$ cat src/rtl/disparity_pkg.sv
// Shared constants, state encoding and the visualisation scaler for the
// disparity read-back path.
package disparity_pkg;

    localparam int DISP_COLS   = 240;
    localparam int DISP_ROWS   = 320;
    localparam int DISP_PIXELS = DISP_COLS * DISP_ROWS;
    localparam int DISP_ADDR_W = 17;

    typedef enum logic [1:0] {
        IDLE,
        STREAM,
        DRAIN
    } disp_rd_state_t;

    // Left-shift a disparity for display, clamping to the 8-bit range.
    function automatic logic [7:0] disp_scale(input logic [7:0] din, input int sh);
        logic [15:0] wide;
        wide = {8'd0, din} << sh;
        return (wide > 16'd255) ? 8'hFF : wide[7:0];
    endfunction

endpackage

$ cat src/rtl/disparity_fifo.sv
// Show-ahead FIFO holding {last, data} words between the BRAM read pipe
// and the output stream. Head word is visible on rdata_o while non-empty.
module disparity_fifo #(
    parameter int DEPTH = 4,
    parameter int WIDTH = 9,
    localparam int CW   = $clog2(DEPTH + 1),
    localparam int PW   = (DEPTH > 1) ? $clog2(DEPTH) : 1
) (
    input  logic             clk_i,
    input  logic             rst_i,
    input  logic             push_i,
    input  logic [WIDTH-1:0] wdata_i,
    input  logic             pop_i,
    output logic [WIDTH-1:0] rdata_o,
    output logic [CW-1:0]    count_o,
    output logic             full_o,
    output logic             empty_o
);

    logic [WIDTH-1:0] mem_q [DEPTH];
    logic [PW-1:0]    wr_ptr_q, rd_ptr_q;
    logic [CW-1:0]    count_q;
    logic             wr_en, rd_en;

    assign full_o  = (count_q == CW'(DEPTH));
    assign empty_o = (count_q == '0);
    assign count_o = count_q;
    assign rdata_o = mem_q[rd_ptr_q];
    assign wr_en   = push_i && (!full_o || pop_i);
    assign rd_en   = pop_i && !empty_o;

    // Storage array; contents are don't-care until counted in.
    always_ff @(posedge clk_i) begin
        if (wr_en) mem_q[wr_ptr_q] <= wdata_i;
    end

    // Pointers and occupancy; push and pop together leave the count unchanged.
    always_ff @(posedge clk_i) begin
        if (rst_i) begin
            wr_ptr_q <= '0;
            rd_ptr_q <= '0;
            count_q  <= '0;
        end else begin
            if (wr_en) wr_ptr_q <= (wr_ptr_q == PW'(DEPTH - 1)) ? '0 : wr_ptr_q + 1'b1;
            if (rd_en) rd_ptr_q <= (rd_ptr_q == PW'(DEPTH - 1)) ? '0 : rd_ptr_q + 1'b1;
            case ({wr_en, rd_en})
                2'b10:   count_q <= count_q + 1'b1;
                2'b01:   count_q <= count_q - 1'b1;
                default: count_q <= count_q;
            endcase
        end
    end

endmodule

$ cat src/rtl/disparity_reader.sv
// Sweeps the matcher's disparity BRAM in raster order after each frame-done
// pulse and streams the (optionally scaled) values out on ready/valid.
// Reads are only issued when the FIFO is guaranteed room for them, so
// backpressure never drops or repeats a sample.
module disparity_reader
    import disparity_pkg::*;
#(
    parameter int COLS         = DISP_COLS,
    parameter int ROWS         = DISP_ROWS,
    parameter int READ_LATENCY = 2,
    parameter int FIFO_DEPTH   = 4,
    parameter int SCALE_SHIFT  = 0
) (
    input  logic                   clk_100mhz,
    input  logic                   sys_rst,
    input  logic                   frame_ready_in,
    output logic                   reading,
    output logic [DISP_ADDR_W-1:0] ssd_addr,
    input  logic [7:0]             ssd_dout,
    output logic [7:0]             m_data,
    output logic                   m_valid,
    input  logic                   m_ready,
    output logic                   m_last,
    output logic                   busy,
    output logic                   frame_done
);

    localparam int PIXELS = ROWS * COLS;
    localparam int CW     = $clog2(FIFO_DEPTH + READ_LATENCY + 1) + 1;
    localparam int FCW    = $clog2(FIFO_DEPTH + 1);

    disp_rd_state_t           state_q, state_d;
    logic [DISP_ADDR_W-1:0]   rd_ptr_q, rd_ptr_d;
    logic                     reading_q, reading_d;
    logic                     pending_q, pending_d;
    logic                     frame_done_q, frame_done_d;
    logic [READ_LATENCY-1:0]  vld_pipe_q, last_pipe_q;

    logic                     issue, issue_last, pop;
    logic [CW-1:0]            inflight, credit_used;
    logic [FCW-1:0]           fifo_count;
    logic                     fifo_full, fifo_empty, fifo_push;
    logic [8:0]               fifo_rdata;

    assign pop       = m_valid && m_ready;
    assign fifo_push = vld_pipe_q[READ_LATENCY-1];

    // Reads still travelling through the BRAM latency, including the one landing now.
    always_comb begin
        inflight = '0;
        for (int i = 0; i < READ_LATENCY; i++) inflight = inflight + CW'(vld_pipe_q[i]);
    end

    assign credit_used = inflight + CW'(fifo_count) - CW'(pop);

    // Frame sequencing: start on pulse or remembered pulse, issue while credit allows, drain.
    always_comb begin
        state_d      = state_q;
        rd_ptr_d     = rd_ptr_q;
        reading_d    = reading_q;
        pending_d    = pending_q;
        frame_done_d = 1'b0;
        issue        = 1'b0;
        issue_last   = 1'b0;
        case (state_q)
            IDLE: begin
                if (frame_ready_in || pending_q) begin
                    state_d   = STREAM;
                    reading_d = 1'b1;
                    rd_ptr_d  = '0;
                    pending_d = 1'b0;
                end
            end
            STREAM: begin
                if (frame_ready_in) pending_d = 1'b1;
                if (credit_used < CW'(FIFO_DEPTH)) begin
                    issue = 1'b1;
                    // The pointer parks on the final address so ssd_addr stays in range.
                    if (rd_ptr_q == DISP_ADDR_W'(PIXELS - 1)) begin
                        issue_last = 1'b1;
                        state_d    = DRAIN;
                    end else begin
                        rd_ptr_d = rd_ptr_q + 1'b1;
                    end
                end
            end
            DRAIN: begin
                if (frame_ready_in) pending_d = 1'b1;
                // The tagged word is the very last read, so its pop means pipe and FIFO are empty.
                if (pop && m_last) begin
                    state_d      = IDLE;
                    reading_d    = 1'b0;
                    frame_done_d = 1'b1;
                end
            end
            default: state_d = IDLE;
        endcase
    end

    // Control registers; reset abandons any frame in progress.
    always_ff @(posedge clk_100mhz) begin
        if (sys_rst) begin
            state_q      <= IDLE;
            rd_ptr_q     <= '0;
            reading_q    <= 1'b0;
            pending_q    <= 1'b0;
            frame_done_q <= 1'b0;
        end else begin
            state_q      <= state_d;
            rd_ptr_q     <= rd_ptr_d;
            reading_q    <= reading_d;
            pending_q    <= pending_d;
            frame_done_q <= frame_done_d;
        end
    end

    // Token pipe matching the BRAM latency; the exit token captures ssd_dout.
    always_ff @(posedge clk_100mhz) begin
        if (sys_rst) begin
            vld_pipe_q  <= '0;
            last_pipe_q <= '0;
        end else begin
            vld_pipe_q[0]  <= issue;
            last_pipe_q[0] <= issue_last;
            for (int i = 1; i < READ_LATENCY; i++) begin
                vld_pipe_q[i]  <= vld_pipe_q[i-1];
                last_pipe_q[i] <= last_pipe_q[i-1];
            end
        end
    end

    disparity_fifo #(
        .DEPTH (FIFO_DEPTH),
        .WIDTH (9)
    ) u_fifo (
        .clk_i   (clk_100mhz),
        .rst_i   (sys_rst),
        .push_i  (fifo_push),
        .wdata_i ({last_pipe_q[READ_LATENCY-1], disp_scale(ssd_dout, SCALE_SHIFT)}),
        .pop_i   (pop),
        .rdata_o (fifo_rdata),
        .count_o (fifo_count),
        .full_o  (fifo_full),
        .empty_o (fifo_empty)
    );

    // A landing read into a full FIFO would lose a sample; the credit check rules it out.
    assert property (@(posedge clk_100mhz) disable iff (sys_rst)
        !(fifo_push && fifo_full && !pop));

    assign m_valid    = !fifo_empty;
    assign m_data     = m_valid ? fifo_rdata[7:0] : 8'd0;
    assign m_last     = m_valid && fifo_rdata[8];
    assign ssd_addr   = rd_ptr_q;
    assign reading    = reading_q;
    assign busy       = (state_q != IDLE);
    assign frame_done = frame_done_q;

endmodule

$ cat config.mk
export PLATFORM = sky130hd
export DESIGN_NAME = disparity_reader
export DESIGN_NICKNAME = d
export VERILOG_FILES = /design/src/rtl/disparity_pkg.sv /design/src/rtl/disparity_fifo.sv /design/src/rtl/disparity_reader.sv
export SDC_FILE = /design/constraint.sdc
export NUM_CORES = 1
export LEC_CHECK = 0
export BUFFER_PORTS_ARGS = -buffer_cell sky130_fd_sc_hd__buf_4
export CORE_AREA = 8 8 108 110
export DETAILED_ROUTE_END_ITERATION = 12
export DIE_AREA = 0 0 116 118
export SLEW_MARGIN = 20
export SYNTH_ARGS = -nofsm -noshare
export SYNTH_HDL_FRONTEND = slang
export SYNTH_HIERARCHICAL = 1
export SYNTH_SLANG_ARGS = --single-unit
$ cat constraint.sdc
create_clock -name clk_100mhz -period 3.81 [get_ports clk_100mhz]
set_input_delay 0.1905 -clock clk_100mhz [delete_from_list [all_inputs] [get_ports clk_100mhz]]
set_output_delay 0.1905 -clock clk_100mhz [all_outputs]
set_load 0.02 [all_outputs]
==> insert_results.sql <==
INSERT INTO impl_metrics (metric_group, metric, value, unit) VALUES
('status', 'status', 'completed', ''),
('power', 'seq_power_share', '0.437', ''),
('global_route', 'overflow', '0', ''),
('timing', 'worst-slew-pin-transition', '0.773', 'ns'),
('floorplan', 'initial_utilization', '0.341', ''),
('worst_setup_path', 'timing.critical_path.mode_cell', 'sky130_fd_sc_hd__ha_1', ''),
('floorplan', 'fp.dieArea', '13700', 'µm²'),
('timing', 'worst_setup_slack_final', '0.694', 'ns'),
('synthesis', 'syn_area', '3410', 'µm²'),
('drt', 'route.detailed.vias_per_inst', '5.07', ''),
('worst_hold_path', 'hp-class', 'primary input to flop', ''),
('cts', 'clkSlewWorstSetupHoldPaths', '0.08', 'ns'),
('cts', 'clock_path_buffers', '2', ''),
('synthesis', 'postSynthCellCount', '284', ''),
('worst_hold_path', 'timing.hold.worst_path_depth', '1', ''),
('finish', 'layout-area-overhead-vs-synth', '19.3', '%'),
('timing', 'layout_worst_path_cycle_share', '0.818', ''),
('worst_setup_path', 'cp_cell_sequence', 'nor3_1 -> buf_4 -> nor2b_1 -> ha_1 -> inv_1 -> ha_1 -> a211o_1 -> a211oi_4 -> o2111ai_2 -> o41ai_1 -> a21o_1', ''),
('drt', 'wire_per_inst', '16.4', 'µm'),
('worst_setup_path', 'setup.worst_path.start_class', 'flop', ''),
('synthesis', 'syn_nets', '311', ''),
('place', 'io_buffers', '41', ''),
('timing', 'fin_max_slew_vios', '0', ''),
('power', 'pwr-share-clk', '0.335', ''),
('floorplan', 'placement_rows', '37', ''),
('timing', 'fmaxAchievable', '321', 'MHz'),
('worst_setup_path', 'crit_buf_inv', '2', ''),
('drt', 'drtAntennaViolNets', '0', ''),
('finish', 'drive_gt1_frac', '0.264', ''),
('global_route', 'grt_pass1_vias', '2574', ''),
('drt', 'post-route-drc-count', '0', ''),
('finish', 'most_common_library_cell_in_the_layout_ignoring_fill_and_taps', 'sky130_fd_sc_hd__buf_4', ''),
('floorplan', 'num_io_pins', '42', ''),
('worst_hold_path', 'worst_min_delay_path_startpoint', 'ssd_dout[0]', ''),
('flow_run', 'drv_cap', '0', ''),
('timing', 'final.setup.tns', '0', 'ns'),
('worst_setup_path', 'worst_path_dominant_cell_family', 'compound AO/OA/AOI/OAI gates', ''),
('timing', 'worst_hold_slack', '0.0470', 'ns'),
('synthesis', 'synth.yosys.warnings', '6', ''),
('worst_setup_path', 'ff2ff_setup_slack', '0.69', 'ns'),
('timing', 'slew-limit-headroom', '0.481', ''),
('drt', 'drt_iter0_markers', '109', ''),
('timing', 'timing.final.setup_violations', '0', ''),
('finish', 'layout.cells.most_common_list', 'sky130_fd_sc_hd__buf_4, sky130_fd_sc_hd__edfxtp_1, sky130_fd_sc_hd__dfxtp_1', ''),
('global_route', 'largest_net_degree_at_the_start_of_global_routing', '22', ''),
('cts', 'postCtsSetupRepairBufs', '0', ''),
('timing', 'period_minus_slack', '3.12', 'ns'),
('worst_setup_path', 'crit_required', '4.10', 'ns'),
('cts', 'tritoncts', 'built', ''),
('worst_setup_path', 'worst-endpoint-arrival', '3.41', 'ns'),
('power', 'power.net_switching', '0.612', 'mW'),
('worst_hold_path', 'min_delay_worst_endpoint', 'u_fifo/mem_q[0][0]', ''),
('cts', 'cts_hold_buf', '0', ''),
('finish', 'layout.nets', '355', ''),
('power', 'leakagePower', '1.57', 'nW'),
('timing', 'fin_worst_skew', '0.00881', 'ns'),
('place', 'gp_congestion', '0.794', ''),
('cts', 'cts.root.buffer_cell', 'sky130_fd_sc_hd__clkbuf_8', ''),
('worst_setup_path', 'max_stage_delay', '0.45', 'ns'),
('worst_setup_path', 'critPathMaxFanout', '12', ''),
('worst_setup_path', 'critical_path.reg2reg.startpoint', 'u_fifo/count_o[1]', ''),
('global_route', 'antenna_found_initial', '0', ''),
('place', 'detailedPlace.worstSlack', '0.684', 'ns'),
('cts', 'worstSkewPairLatency', '0.34', 'ns'),
('timing', 'rsz_0062_raised_after_global_routing', 'no', ''),
('power', 'irDropWorstVdd', '0.188', 'mV'),
('worst_setup_path', 'setup.worst_path.end_class', 'flop', ''),
('power', 'power.share.combinational', '0.228', ''),
('global_route', 'grt_first_pass_wirelength', '12800', 'µm'),
('floorplan', 'dieWidth', '116', 'µm'),
('cts', 'numCtsBuffers', '9', '');
==> sequential cells by signal (all words and copies together) (netlist names), named ones only <==
signal           flops
pending_q            1
u_fifo/wr_ptr_q      2
vld_pipe_q           2
ssd_addr            17
u_fifo/mem_q        36
reading              1
state_q              2
u_fifo/rd_ptr_q      2
last_pipe_q          2
frame_done           1
u_fifo/count_o       3
==> worst max-delay path by stage <==
stage | to | start | slack, ns | depth (start not counted)
floorplan | ssd_addr[2] | u_fifo/count_o[1] | 1.11 | 11
global placement | ssd_addr[11] | u_fifo/count_o[1] | 0.78 | 11
detailed placement | ssd_addr[7] | u_fifo/count_o[1] | 0.68 | 11
CTS | ssd_addr[7] | u_fifo/count_o[1] | 0.68 | 11
global route | ssd_addr[7] | u_fifo/count_o[0] | 0.40 | 11
finish | ssd_addr[7] | u_fifo/count_o[1] | 0.69 | 11
==> per-stage QoR <==
| stage | util | instance area, µm² | cells | power [mW] |
|---|---|---|---|---|
| 2_1_floorplan | - | 3410 | 284 | 1.21 |
| 3_3_place_gp | 0.385 | 3850 | 453 | 1.34 |
| 3_5_place_dp | 0.385 | 3850 | 453 | 1.35 |
| 4_1_cts | 0.407 | 4070 | 469 | 2.02 |
| 5_1_grt | 0.407 | 4070 | 469 | 2.11 |
| 6_report | 0.407 | 4070 | 469 | 2.00 |
==> layout make-up <==
class                   count  area (µm²)
repair buffers             44         330
fillers                   973        5930
well taps                 136         170
multi-input cells         183        1500
flip-flops and latches     71        1780
inverters                  19        71.3
clock inverters             7        95.1
clock buffers               9         124
==> worst register-to-register path: stages (launching register included) <==
cell                        delay (ns)
sky130_fd_sc_hd__dfxtp_1          0.45
sky130_fd_sc_hd__nor3_1           0.09
sky130_fd_sc_hd__buf_4            0.18
sky130_fd_sc_hd__nor2b_1          0.25
sky130_fd_sc_hd__ha_1             0.28
sky130_fd_sc_hd__inv_1            0.05
sky130_fd_sc_hd__ha_1             0.21
sky130_fd_sc_hd__a211o_1          0.30
sky130_fd_sc_hd__a211oi_4         0.38
sky130_fd_sc_hd__o2111ai_2        0.39
sky130_fd_sc_hd__o41ai_1          0.36
sky130_fd_sc_hd__a21o_1           0.12
==> power groups by stage <==
stage,combinational [mW],sequential [mW],clock (mW)
2_1_floorplan,0.322,0.890,0
3_3_place_gp,0.449,0.890,0
3_5_place_dp,0.457,0.890,0
4_1_cts,0.459,0.873,0.686
5_1_grt,0.513,0.879,0.718
6_report,0.455,0.873,0.668
==> routing by layer <==
metal | vias to the layer above | global-route usage | share of wire
met1 | 1147 | 0.143 | 0.45
met2 | 59 | 0.190 | 0.48
met4 | 0 | 0.0568 | 0.015
li1 | 1162 | - | -
met5 | - | 0 | 0
met3 | 12 | 0.0359 | 0.057
No activity file was read; power rests on OpenSTA's default activity.
